File: config.mk
export PLATFORM = sky130hd
export DESIGN_NAME = mem_port_arbiter
export DESIGN_NICKNAME = d
export VERILOG_FILES = /design/src/rtl/mem_port_arbiter.sv
export SDC_FILE = /design/constraint.sdc
export NUM_CORES = 1
export LEC_CHECK = 0
export CORE_UTILIZATION = 44
export DETAILED_ROUTE_END_ITERATION = 8
export PLACE_DENSITY = 0.9
export SLEW_MARGIN = 40
export SYNTH_ARGS = -nofsm -noshare
export SYNTH_HDL_FRONTEND = slang
export SYNTH_SLANG_ARGS = --single-unit
File: constraint.sdc
create_clock -name clk -period 3.1 [get_ports clk]
set_input_delay 0.62 -clock clk [delete_from_list [all_inputs] [get_ports clk]]
set_output_delay 0.62 -clock clk [all_outputs]
set_load 0.01 [all_outputs]
File: src/rtl/mem_port_arbiter.sv
// Arbitrates instruction-fetch and data requests onto one memory port.
// Data has fixed priority; a 4-bit wait counter times out stuck accesses.
module mem_port_arbiter #(
    parameter int unsigned MAX_WAIT = 15
) (
    input  logic        clk,
    input  logic        rst_n,
    input  logic        if_req,
    input  logic [31:0] if_addr,
    output logic        if_gnt,
    output logic        if_valid,
    output logic [31:0] if_rdata,
    input  logic        d_req,
    input  logic        d_we,
    input  logic [2:0]  d_funct3,
    input  logic [31:0] d_addr,
    input  logic [31:0] d_wdata,
    output logic        d_gnt,
    output logic        d_valid,
    output logic [31:0] d_rdata,
    output logic        mem_req,
    output logic        mem_we,
    output logic [2:0]  mem_funct3,
    output logic [31:0] mem_addr,
    output logic [31:0] mem_wdata,
    input  logic        mem_ready,
    input  logic [31:0] mem_rdata,
    output logic        stall,
    output logic        bus_err
);

    localparam int unsigned     CNT_W    = 4;
    localparam logic [CNT_W-1:0] CNT_LAST = CNT_W'(MAX_WAIT - 1);
    localparam logic [2:0]      FETCH_F3 = 3'b010;

    typedef enum logic [1:0] {
        IDLE   = 2'd0,
        BUSY_I = 2'd1,
        BUSY_D = 2'd2
    } state_t;

    state_t           state;
    logic [CNT_W-1:0] wait_cnt;
    logic             busy_c;
    logic             done_c;
    logic [31:0]      rsp_word_c;

    // Grants and stall are combinational so a request is accepted in its own cycle;
    // they are gated by rst_n so every output reads 0 while reset is held.
    assign busy_c     = (state != IDLE);
    assign d_gnt      = rst_n & ~busy_c & d_req;
    assign if_gnt     = rst_n & ~busy_c & if_req & ~d_req;
    assign stall      = rst_n & (busy_c | d_req | if_req);
    assign mem_req    = busy_c;
    assign done_c     = mem_ready | (wait_cnt == CNT_LAST);
    assign rsp_word_c = (mem_ready & ~mem_we) ? mem_rdata : 32'h0;

    always_ff @(posedge clk or negedge rst_n) begin
        if (!rst_n) begin
            state      <= IDLE;
            wait_cnt   <= '0;
            mem_we     <= 1'b0;
            mem_funct3 <= '0;
            mem_addr   <= '0;
            mem_wdata  <= '0;
            if_valid   <= 1'b0;
            if_rdata   <= '0;
            d_valid    <= 1'b0;
            d_rdata    <= '0;
            bus_err    <= 1'b0;
        end else begin
            if_valid <= 1'b0;
            d_valid  <= 1'b0;
            bus_err  <= 1'b0;
            case (state)
                IDLE: begin
                    wait_cnt <= '0;
                    if (d_req) begin
                        state      <= BUSY_D;
                        mem_we     <= d_we;
                        mem_funct3 <= d_funct3;
                        mem_addr   <= d_addr;
                        mem_wdata  <= d_wdata;
                    end else if (if_req) begin
                        state      <= BUSY_I;
                        mem_we     <= 1'b0;
                        mem_funct3 <= FETCH_F3;
                        mem_addr   <= if_addr;
                        mem_wdata  <= '0;
                    end
                end
                BUSY_I, BUSY_D: begin
                    // Completion or timeout; a ready on the terminal cycle wins over the timeout.
                    if (done_c) begin
                        state      <= IDLE;
                        wait_cnt   <= '0;
                        mem_we     <= 1'b0;
                        mem_funct3 <= '0;
                        mem_addr   <= '0;
                        mem_wdata  <= '0;
                        bus_err    <= ~mem_ready;
                        if (state == BUSY_I) begin
                            if_valid <= 1'b1;
                            if_rdata <= rsp_word_c;
                        end else begin
                            d_valid  <= 1'b1;
                            d_rdata  <= rsp_word_c;
                        end
                    end else begin
                        wait_cnt <= wait_cnt + CNT_W'(1);
                    end
                end
                default: state <= IDLE;
            endcase
        end
    end

endmodule

Word level (Yosys, flattened, before mapping)
Cells that the tools add are included.
{"block": "totals", "output_inout_bits": 139, "latch_bits": 0, "wordCells": 69, "in_bits": 137, "ramBits": 0, "mem_bits_ro": 0, "regBits": 141, "memories": 0}
{"block": "op_classes", "reduce_logical": 8, "shift": 0, "n_eq_ne": 5, "addsub": 1, "div_mod_pow": 0, "mul": 0, "n_lt_le_gt_ge": 0, "n_mux": 30, "n_bitwise": 14}
{"operator": "two-way mux 32 bit", "count": 6}
{"operator": "one-hot mux 32 bit (2 select lines)", "count": 2}
{"operator": "two-way mux 1 bit", "count": 11}
{"operator": "two-way mux 3 bit", "count": 3}
{"operator": "AND reduction 3 bit", "count": 3}
{"operator": "one-hot mux 4 bit (2 select lines)", "count": 1}
{"operator": "AND 1 bit", "count": 6}
{"operator": "two-way mux 2 bit", "count": 3}
{"operator": "one-hot mux 3 bit (2 select lines)", "count": 1}
{"operator": "inverter 1 bit", "count": 5}
{"operator": "adder 4 x 1 -> 4 bit, second input constant", "count": 1}
{"operator": "equality test 4 bit, second input constant", "count": 1}
{"operator": "two-way mux 4 bit", "count": 1}
{"operator": "one-hot mux 2 bit (2 select lines)", "count": 1}
{"operator": "nonzero test 2 bit", "count": 2}
{"operator": "inequality test 3 bit, second input constant", "count": 1}
{"operator": "bitwise OR 1 bit", "count": 3}
{"operator": "equality test 2 x 1 -> 1 bit, second input constant", "count": 1}
{"operator": "equality test 2 bit, second input constant", "count": 1}
{"operator": "zero test 2 bit", "count": 1}
{"operator": "inequality test 2 bit, second input constant", "count": 1}
{"operator": "one-hot mux 1 bit (2 select lines)", "count": 1}
{"operator": "AND reduction 2 bit", "count": 1}
{"operator": "OR reduction 2 bit", "count": 1}

Depth between registers and ports, before layout
{"block": "logic_depth", "word_depth": 5, "ltp_mapped": 8}

Worst setup path before layout
OpenSTA, ideal clock, no wires.
{"block": "synth_path", "path_kind": "in2out", "from": "input d_req", "to": "output if_gnt", "arrival_ps": 1387, "stages": 3, "path_slack_ps": 1093, "path_cell_list": "clkbuf_1 clkbuf_1 and4b_1"}
{"block": "synth_via", "elab_chain_cells": 2}
{"element": "from (decl)", "line_no": "13", "text": "input logic d_req,"}
{"element": "inverter 1 bit", "line_no": "52", "text": "assign if_gnt = rst_n & ~busy_c & if_req & ~d_req;"}
{"element": "AND 1 bit", "line_no": "52"}
{"element": "to (decl)", "line_no": "10", "text": "output logic if_gnt,"}
Every way passes these cells.

Final worst setup path
{"block": "layout_path", "from": "register state[0]", "to": "output if_gnt"}
{"block": "layout_via", "elab_chain_cells": 5}
{"element": "from (decl)", "line_no": "42", "text": "state_t state;"}
{"element": "from (signal assigned)", "line_no": "60", "text": "state <= IDLE;"}
{"element": "from (signal assigned)", "line_no": "79", "text": "state <= BUSY_D;"}
{"element": "from (signal assigned)", "line_no": "85", "text": "state <= BUSY_I;"}
{"element": "nonzero test 2 bit", "line_no": "50", "text": "assign busy_c = (state != IDLE);"}
{"element": "inverter 1 bit", "line_no": "52"}
{"element": "AND 1 bit (3 in a row)", "line_no": "52"}
Every way passes these cells.

==> impl_results.md <==
* ANT cells at 0
* Detailed Place HPWL at 11900 microns
* Share of layout cells above drive strength 1 at 7.53%
* Setup-failing EPs final at 0
* Data arrival time of the worst path at 2120 ps
* Clk sinks at 141
* Mapped Nets at 536
* Core area at 12200 sq um
* FP Rows at 40
* Power, Total at 8650 uW
* # IOs at 276
* Hold Fails Final Rpt at 0
* Die X at 115 microns
* Worst slew margin at 55.7%
* Ys Warns at 0
* Crit-path max FO at 8
* Initial antenna violation count at 0
* Sum Neg Setup Slack at 0 ps
* Die Y at 115 microns
* Final antenna-violating net count at 0
* Min cycle time layout at 2740 ps
* DRT iter0 DRCs at 432
* Worst slew pin tran at 665 ps
* Period utilisation layout at 88.2%
* Wire per inst at 20.4 microns
* Post-synthesis sequential area ratio at 63.3%
* Iteration count of the initial detailed-routing pass at 6
* Number of distinct library cells after synthesis at 40
* Switching Share at 34.1%
* Cts hold-fix bufs at 0
* GP Congestion at 0.799
* Pins over their slew limit at 0
* # Post-CTS Setup Buffers at 0
* Clock skew at 8.18 ps
* Vias per cell at 5.59
* Nets at 808
* First-pass GRT wire length at 26700 microns
* R2R Setup Slk at 880 ps
* H-tree levels at 4
* F_max at 0.366 GHz
* Data required, critical path at 2480 ps
* Max-cap violations at 0
* Sequential Power Share at 34.3%
* Type of the most critical hold path: in -> async
* RSZ-0062 raised after global routing: no
* Critical path startpoint category: flip-flop
* WS Path Type: reg -> out
* Clock Tree Buf Depth at 2
* Post-synthesis register bit count at 141
* Leakage at 0.00396 uW
* Placement Setup Slack at 475 ps
* Reg clk slew, reported paths at 60 ps
* Worst Setup End Kind: output pin
* Final WL at 17300 microns
* Netlist Area Pre-Place at 5570 sq um
* DRC at 0
* P per Cell Area at 958 nW/um^2
* Cells after synthesis at 393
* Synth-to-layout area growth at 61.9%
* Maximum VDD drop at 0.433 mV
* Worst skew pair latency at 410 ps
* Combinational Power Share at 43.8%
* Overflow after GRT at 0
* Post-CTS Resized at 0
* Initial Util at 45.8%
* FF-to-FF Start: state[0]$_DFFE_PN0P_
* FFs w/ async S/R, synth at 100%
* CTS tree: yes
* Post-synth EDFFs at 0
* Number of fill cells at 770
* Via count at 4727
* Total CTS buffers at 17
* Number of global-route vias before repair at 4888
* Die area at 13100 sq um
* Reg2Reg Capture Point: mem_wdata[21]$_DFFE_PN0P_
* Pint at 5700 uW
* PortBufs at 275
* Top FF cell, synth: dfrtp_1
* Total track usage at 27.0%
* Largest net degree at the start of global routing at 75
* Setup slack after layout at 365 ps
* Clk pwr share at 21.9%
* Status: finished, final reports clean
* Cells on worst reg2reg path at 6
* Sw power at 2950 uW
* Avg Cell Area, Syn at 14.2 sq um
* Clock Tree Root: clkbuf_16
[layout make-up]
type                       instances  area, sq um  area share (%)
tap                              168          210            2.33
timing repair buffer             286         2860            31.7
multi-input combinational        211         1850            20.5
inverter                           8         30.0           0.333
sequential                       141         3530            39.1
clock inverter                    14          121            1.35
clock buffer                      17          425            4.72
[layout by cell type, fill, tap and decap left out, types with 2 or more instances in the layout]
master	Yosys	layout
inv_1	7	7
nor2b_1	2	2
and3_1	3	2
o22ai_1	3	3
ha_1	6	6
dfrtp_1	141	141
clkdlybuf4s50_1	0	273
clkbuf_16	0	17
nand3_1	3	3
buf_4	1	8
buf_6	7	2
clkinv_2	0	4
o2bb2ai_1	32	32
inv_6	0	2
clkinvlp_4	0	6
nand2_1	6	6
a22o_1	99	99
o21ai_0	2	2
mux2i_1	32	32
[state kept, by name, summed over array words and instances, names as in the netlist]
register,count
d_rdata,32
if_rdata,32
mem_addr,32
mem_wdata,32
wait_cnt,4
mem_funct3,3
state,2
bus_err,1
d_valid,1
if_valid,1
mem_we,1
[power groups by stage]
stage               Sequential, uW  Combinational [uW]  Clock, uW
floorplan                     3200                1550          0
global placement              2930                3610          0
detailed placement            2960                3750          0
CTS                           2960                3780       1920
global route                  3030                4030       2010
finish                        2960                3790       1890
[worst max path at each step]
| stage | cells after the start | end | slack [ps] | from |
|---|---|---|---|---|
| 6_report | 4 | if_gnt | 360 | state[0]$_DFFE_PN0P_ |
| 5_1_grt | 4 | if_gnt | 230 | state[0]$_DFFE_PN0P_ |
| 4_1_cts | 4 | if_gnt | 360 | state[0]$_DFFE_PN0P_ |
| 3_5_place_dp | 5 | mem_wdata[21]$_DFFE_PN0P_ | 480 | mem_ready |
| 3_3_place_gp | 3 | if_gnt | 460 | if_req |
| 2_1_floorplan | 3 | if_gnt | 1090 | d_req |
[logic make-up after synthesis]
group | Yosys count | synth area share (%)
buffers and inverters | 41 | 4.00
multiplexers | 32 | 5.75
AND/OR/NAND/NOR | 27 | 2.96
adder cells (fa/ha/maj) | 6 | 1.35
flip-flops | 141 | 63.3
AO/OA/AOI/OAI | 146 | 22.6
[cell usage after synthesis (6+ instances only)]
cell,number,area [sq um]
inv_1,7,26.3
clkbuf_1,15,56.3
mux2i_1,32,320
o2bb2ai_1,32,280
a22o_1,99,867
buf_2,10,50.1
ha_1,6,75.1
nand2_1,6,22.5
dfrtp_1,141,3530
buf_6,7,78.8
[metal layers]
metal	share of wire [%]	global-route usage (%)	up-vias
met5	0	0	-
met4	3.2	12.1	0
met3	7.8	6.78	46
met2	51	45.6	278
met1	38	32.7	2346
li1	-	-	2057
[worst max-delay path, cell delays in order, from the launching register on]
cell	delay [ps]
dfrtp_1	400
inv_1	120
ha_1	400
and4b_1	260
clkdlybuf4s50_1	530
[stage by stage]
stage | hold slack, ps | area (sq um) | cells | utilization, %
after floorplan | 324 | 5570 | 393 | -
after global placement | 466 | 8450 | 813 | 69.5
after detailed placement | 470 | 8460 | 813 | 69.6
after CTS | 32.2 | 9010 | 844 | 74.1
after global routing | 44.9 | 9020 | 845 | 74.2
final | 41.4 | 9020 | 845 | 74.2
Note: power is estimated with default switching activity, not from simulation.
